==> config.mk <==
export PLATFORM = sky130hd
export DESIGN_NAME = frontend_fetch_buffer
export DESIGN_NICKNAME = d
export VERILOG_FILES = /design/src/rtl/frontend_fetch_buffer.sv
export SDC_FILE = /design/constraint.sdc
export NUM_CORES = 1
export LEC_CHECK = 0
export BUFFER_PORTS_ARGS = -buffer_cell sky130_fd_sc_hd__buf_4
export CAP_MARGIN = 15
export CORE_AREA = 2 2 146 148
export CTS_CLUSTER_DIAMETER = 100
export DETAILED_ROUTE_END_ITERATION = 16
export DIE_AREA = 0 0 148 150
export SLEW_MARGIN = 25
export SYNTH_ARGS = -nofsm -noshare
export SYNTH_HDL_FRONTEND = slang
export SYNTH_SLANG_ARGS = --single-unit
==> constraint.sdc <==
create_clock -name clk -period 5.7 [get_ports clk]
set_input_delay 1.14 -clock clk [delete_from_list [all_inputs] [get_ports clk]]
set_output_delay 1.14 -clock clk [all_outputs]
set_load 0.03 [all_outputs]
==> src/rtl/frontend_fetch_buffer.sv <==
// frontend_fetch_buffer
//   Fetch stage plus a one-entry instruction buffer in front of the frontend
//   selector. It owns the fetch PC and drives the instruction-memory address.
//   It offers two candidates to the selector:
//     C slot - the current fetch word, combinational from memory.
//     B slot - the buffered word, registered.
//   The selector's result/req decision for cycle N is applied at edge N+1.
//
// Ports
//   clk, resetn          clock; asynchronous active-low reset
//   stall                backend hold; freezes all state
//   redirect, redirect_pc
//                        backend PC redirect; flushes both slots
//   result, req          selector decision and refill request
//   imem_addr, imem_data instruction memory (combinational read)
//   cpc, data            C slot (pc_q, imem_data)
//   bpc, bf              B slot; bf reads 0 while B is invalid
//   valid                selector output is a real instruction this cycle
//   stat_issued, stat_bubbles
//                        performance counters
//
// state | meaning
// ------+---------------------------------------------------------------
// FILL  | B slot empty; load it from the current fetch word, no emission
// RUN   | B slot valid; apply the selector decision every cycle
module frontend_fetch_buffer #(
  parameter logic [31:0] RESET_PC = 32'h0000_0000
) (
  input  logic        clk,
  input  logic        resetn,
  input  logic        stall,
  input  logic        redirect,
  input  logic [31:0] redirect_pc,
  input  logic [1:0]  result,
  input  logic        req,
  output logic [31:0] imem_addr,
  input  logic [31:0] imem_data,
  output logic [31:0] cpc,
  output logic [31:0] data,
  output logic [31:0] bpc,
  output logic [31:0] bf,
  output logic        valid,
  output logic [31:0] stat_issued,
  output logic [31:0] stat_bubbles
);

  // Selector decision encodings, shared with the selector. 2'b11 is unused.
  localparam logic [1:0] POP_DATA   = 2'b00;
  localparam logic [1:0] POP_BUF    = 2'b01;
  localparam logic [1:0] INSERT_NOP = 2'b10;

  typedef enum logic {
    FILL = 1'b0,
    RUN  = 1'b1
  } state_t;

  state_t      state, state_nxt;
  logic [31:0] pc_q, pc_nxt;
  logic [31:0] bpc_q, bpc_nxt;
  logic [31:0] bf_q, bf_nxt;
  logic [31:0] issued_q, issued_nxt;
  logic [31:0] bubbles_q, bubbles_nxt;
  logic        result_legal;

  assign result_legal = (result == POP_DATA) || (result == POP_BUF) ||
                        (result == INSERT_NOP);

  always_ff @(posedge clk or negedge resetn) begin
    if (!resetn) begin
      state     <= FILL;
      pc_q      <= RESET_PC;
      bpc_q     <= 32'h0;
      bf_q      <= 32'h0;
      issued_q  <= 32'h0;
      bubbles_q <= 32'h0;
    end else begin
      state     <= state_nxt;
      pc_q      <= pc_nxt;
      bpc_q     <= bpc_nxt;
      bf_q      <= bf_nxt;
      issued_q  <= issued_nxt;
      bubbles_q <= bubbles_nxt;
    end
  end

  always_comb begin
    state_nxt   = state;
    pc_nxt      = pc_q;
    bpc_nxt     = bpc_q;
    bf_nxt      = bf_q;
    issued_nxt  = issued_q;
    bubbles_nxt = bubbles_q;

    if (redirect) begin
      // Redirect wins over stall and is not counted as an issue or bubble.
      pc_nxt    = {redirect_pc[31:2], 2'b00};
      bpc_nxt   = 32'h0;
      bf_nxt    = 32'h0;
      state_nxt = FILL;
    end else if (!stall) begin
      if (valid) issued_nxt = issued_q + 32'd1;
      else       bubbles_nxt = bubbles_q + 32'd1;

      case (state)
        FILL: begin
          bpc_nxt   = pc_q;
          bf_nxt    = imem_data;
          pc_nxt    = pc_q + 32'd4;
          state_nxt = RUN;
        end
        RUN: begin
          case (result)
            // Branch in B emitted: leave a nop so the delay slot in C goes next.
            INSERT_NOP: bf_nxt = 32'h0;
            POP_BUF: begin
              bpc_nxt = pc_q;
              bf_nxt  = imem_data;
              pc_nxt  = pc_q + 32'd4;
            end
            POP_DATA: begin
              pc_nxt = pc_q + 32'd4;
              // Nop in B was dropped: B must be refilled from the new fetch word.
              if (req) state_nxt = FILL;
            end
            default: ;
          endcase
        end
        default: state_nxt = FILL;
      endcase
    end
  end

  assign valid        = (state == RUN) && result_legal;
  assign imem_addr    = pc_q;
  assign cpc          = pc_q;
  assign data         = imem_data;
  assign bpc          = bpc_q;
  assign bf           = (state == RUN) ? bf_q : 32'h0;
  assign stat_issued  = issued_q;
  assign stat_bubbles = bubbles_q;

endmodule

# Yosys cells after proc, flatten, opt, wreduce, memory -nomap -nowiden
# Index checks and enable logic that the tools add are counted.
# Widths: inputs -> output; s select.
[word_totals]
regBits = 161
input_bits = 71
output_inout_bits = 225
word_cells = 47
[classes]
n_addsub = 3
n_eq_ne = 6
mux = 18
n_bitwise = 4
reduce_logical = 10
[ops]
columns = ["operator", "count"]
rows = [
  ["$mux 32", 9],
  ["$pmux 32 s2", 4],
  ["$add 32x1->32 const B", 2],
  ["$add 32x3->32 const B", 1],
  ["$reduce_and 2->1", 3],
  ["$reduce_and 3->1", 2],
  ["$mux 1", 4],
  ["$ne 4x2->1 const B", 1],
  ["$not 1->1", 4],
  ["$ne 3x2->1 const B", 1],
  ["$ne 3x3->1 const B", 1],
  ["$eq 2x1->1 const B", 1],
  ["$eq 2x2->1 const B", 1],
  ["$logic_not 2->1", 1],
  ["$logic_or 1x1->1", 2],
  ["$ne 2x1->1 const B", 1],
  ["$pmux 1 s2", 1],
  ["$reduce_or 2->1", 1],
  ["$logic_and 1x1->1", 1],
]

# Longest topological paths before layout
[logic_depth]
ltp_word = 6
ltp_mapped = 8
mapped_depth_nobuf = 7

# Worst setup path after synthesis
# OpenSTA, ideal clock, no wires.
[synth_timing]
path_type = "input -> register"
from = "input port result[0]"
to = "register issued_q[26] (netlist: stat_issued[26])"
setup_ns = 0.081
t_arrival_ns = 3.219
required_ns = 5.619
slack_ns = 2.401
cell_stages = 8
n_path_buf = 2
cell_sequence = "ha_1 > or4b_1 > buf_2 > or4_4 > or3_1 > buf_2 > nor3_2 > xor2_1"
[synth_between]
elab_chain_len = 5
elab_cells_between_ends = 7
cone_classes = "2 x eq/ne; 5 x reduce/logical"
[synth_lines]
columns = ["item", "line", "text"]
rows = [
  ["from (decl)", "34", "input logic [1:0] result,"],
  ["$eq 2x1->1 / $logic_not 2->1 (equally long branches)", "65", "assign result_legal = (result == POP_DATA) || (result == POP_BUF) ||"],
  ["$logic_or 1x1->1", "65", ""],
  ["$logic_or 1x1->1 *", "65", ""],
  ["$logic_and 1x1->1 *", "133", "assign valid = (state == RUN) && result_legal;"],
  ["$reduce_and 3->1 (no line) *", "-", ""],
  ["to (signal assigned)", "81", "issued_q <= issued_nxt;"],
  ["to (decl)", "61", "logic [31:0] issued_q, issued_nxt;"],
]
# Mark *: on every way between the ends. The rest lies on a longest branch, timed or not.
# A chain may end at the register's enable or synchronous reset.

# Final worst setup path
[layout_timing]
from = "input port redirect"
to = "register issued_q[31] (netlist: stat_issued[31])"
[layout_between]
elab_chain_len = 2
[layout_lines]
columns = ["item", "line", "text"]
rows = [
  ["from (decl)", "32", "input logic redirect,"],
  ["$not 1->1 (no line)", "-", ""],
  ["$reduce_and 3->1 (no line)", "-", ""],
]
# No other way between the ends.

==> results_dict.tcl <==
set metrics [dict create \
    drv_slew 0 \
    wl_um 19700 \
    clock_latency_ns 0.42 \
    hold_path_class "reg2reg" \
    hold_viol 0 \
    startpoint_type "input pin" \
    wl_met2_um 9460 \
    yosys_register_bits 158 \
    reg2reg_depth 5 \
    regToRegStartpoint "state$_DFFE_PN0P_" \
    antenna_found_initial 0 \
    clock_skew_ns 0.0112 \
    min_delay_path_depth 2 \
    hold_end "bf_q[12]$_DFFE_PN0P_" \
    reg2reg_slack_ns 2.75 \
    layout.cells.most_common_list "293 x buf_4, 157 x dfrtp_1, 127 x nand2_1, 59 x o21ai_0, 47 x xnor2_1" \
    place_hpwl_um 14000 \
    grt_overflow 0 \
    dr_wl_met3_um 1250 \
    synthFlopType "dfrtp_1" \
    grt_pass1_vias 5803 \
    period_share 0.587 \
    syn-cell-area_um2 7680 \
    crit_type "in2reg" \
    maxCapViolations 0 \
    synthCells 768 \
    cts_setup_buffers 0 \
    clock-sinks 158 \
    dp_worst_setup_slack_ns 1.86 \
    fin_ws_ns 2.36 \
    htreeDepth 4 \
    synth_area_leaders "dfrtp_1 51%, buf_4 6.6%, nand2_1 6.2%, xnor2_1 5.4%, xor2_1 4.8%" \
    clockPowerShare 0.369 \
    drive_gt1_frac 0.346 \
    cp_max_fo 69 \
    drt-vias-per-instance 4.74 \
    setup_viol 0 \
    ant_nets 0 \
    top_layer "met4" \
    grt_max_degree 93 \
    design_area_um2 10300 \
    stdcell_count 1275 \
    vias 6047 \
    die-area_um2 22200 \
    leakage_nw 5.03 \
    place_congestion 0.756 \
    cts-root-buf "clkbuf_16" \
    core-area_um2 20700 \
    cts_resized 0 \
    worstHoldStart "bf_q[12]$_DFFE_PN0P_" \
    synth.distinct_cells 37 \
    avgSynthCellArea_um2 10.0 \
    final_common_cell "buf_4" \
    fmax_mhz 299 \
    end_kind "flip-flop" \
    die_h_um 150 \
    wl_per_cell_um 15.5 \
    yosysSeqAreaShare 0.515 \
    holdBufCountCts 0 \
    fin_setup_tns_ns 0 \
    cts_made_buffers 17 \
    cts_tree "built" \
    worstMarginPinSlew_ns 0.839 \
    arrival_ns 3.69 \
    synth_area_leader_cell "dfrtp_1" \
    internal_power_mw 2.08 \
    grt_use_total 0.177 \
    numPortBuffers 289 \
    synth_warnings 0 \
    fill_cells 1984 \
    num-nets-final 1064 \
    num_antenna_cells 0 \
    dp.cells 1243 \
    power_density_nw_per_um2 299 \
    synth_edf_count 0 \
    synthArstFlopShare 1.00 \
    die_x_um 148 \
    crit_required_ns 6.05 \
    wl_met1_um 8830 \
    first_pass_iters 4 \
    drt-initial-drc-count 265 \
    max-clock-path-buffers 2 \
    start_util 0.371 \
    path_clk_slew_ns 0.07 \
    rows 53 \
    pwr-share-comb 0.206 \
    synthDominantCellAreaShare 0.515 \
    status "finished, final reports clean" \
    grt_pass1_wl_um 31200 \
    drc 0 \
    regToRegEndpoint "stat_issued[31]$_DFFE_PN0P_" \
    area_growth_pct 33.9 \
    postPlaceCellArea_um2 9680 \
    switching_power_mw 1.00 \
    fin_crit_ns 3.34 \
    ir_drop_v 0.000179 \
    rsz0062_at_grt "false" \
    io_pins 296 \
    slew_headroom 0.439 \
    p_sw_frac 0.326 \
    seq_power_share 0.425 \
]
==> routing by layer <==
metal  vias up  global-route usage
li1       2958                   -
met1      2897               0.244
met2       180               0.281
met3        12              0.0445
met4         0              0.0462
met5         -                   0
==> power by group through the flow <==
stage	clock network, mW	logic [mW]	registers [mW]
3_3_place_gp	0	0.638	1.33
3_5_place_dp	0	0.643	1.33
2_1_floorplan	0	0.285	1.43
4_1_cts	1.17	0.644	1.31
5_1_grt	1.22	0.680	1.33
6_report	1.14	0.634	1.31
==> worst max-delay path by stage <==
| stage | startpoint | to | slack, ns | cells after the start |
|---|---|---|---|---|
| global placement | redirect | stat_issued[31]$_DFFE_PN0P_ | 1.91 | 6 |
| finish | redirect | stat_issued[31]$_DFFE_PN0P_ | 2.36 | 6 |
| CTS | redirect | stat_issued[31]$_DFFE_PN0P_ | 2.30 | 6 |
| global route | redirect | stat_issued[31]$_DFFE_PN0P_ | 2.16 | 6 |
| detailed placement | redirect | stat_issued[31]$_DFFE_PN0P_ | 1.86 | 6 |
| floorplan | result[0] | stat_issued[26]$_DFFE_PN0P_ | 2.40 | 8 |
==> worst max-delay path: stages <==
cell and delay (ns):
buf_4 0.29, or4b_1 0.74, nor4_2 0.52, or4b_1 0.59, nor3_1 0.22, xor2_1 0.17
==> Yosys cell counts (2+ instances only) <==
cell / count
nor2_1: 27
and2_1: 36
nor2b_1: 5
nand2b_1: 3
nand2_1: 127
ha_1: 6
nor3b_1: 5
nand4_1: 25
nand3_1: 32
xnor2_1: 47
a22o_1: 30
clkbuf_1: 28
a221o_1: 2
or4b_1: 2
nor4_1: 4
buf_4: 67
dfrtp_1: 158
and3_1: 14
nor3_1: 10
inv_1: 9
nor3_2: 4
and4_1: 10
buf_2: 2
mux2_2: 3
o21ai_0: 59
xor2_1: 42
==> sequential cells by signal (all words and copies together), names as in the netlist <==
register      cells
bpc              31
state             1
stat_issued      32
cpc              30
bf_q             32
stat_bubbles     32
==> area by class of cell <==
cell class / count / area, um2 / area share
Clock inverter: 14 / 151 / 0.0147
Sequential cell: 158 / 3960 / 0.385
Clock buffer: 18 / 439 / 0.0427
Inverter: 9 / 33.8 / 0.00329
Timing Repair Buffer: 295 / 2230 / 0.217
Tap cell: 275 / 344 / 0.0335
Multi-Input combinational cell: 506 / 3130 / 0.304
==> per-stage QoR <==
stage,hold slack (ns),util,total power [mW]
6_report,0.470,0.497,3.08
5_1_grt,0.495,0.497,3.22
4_1_cts,0.477,0.496,3.12
3_5_place_dp,0.463,0.468,1.97
3_3_place_gp,0.454,0.467,1.97
2_1_floorplan,0.442,-,1.72
==> logic make-up (layout without fill, tap and decap cells) <==
logic type / after synthesis / after routing / synth area share
compound gates: 92 / 92 / 0.0759
buf+inv: 107 / 336 / 0.0854
xor+xnor: 89 / 89 / 0.102
other cells: 1 / 4 / 0.000488
fa+ha+maj: 6 / 6 / 0.00978
mux: 4 / 4 / 0.00570
flops: 158 / 158 / 0.515
simple gates: 311 / 311 / 0.206
Power figures use the tool's default switching activity.
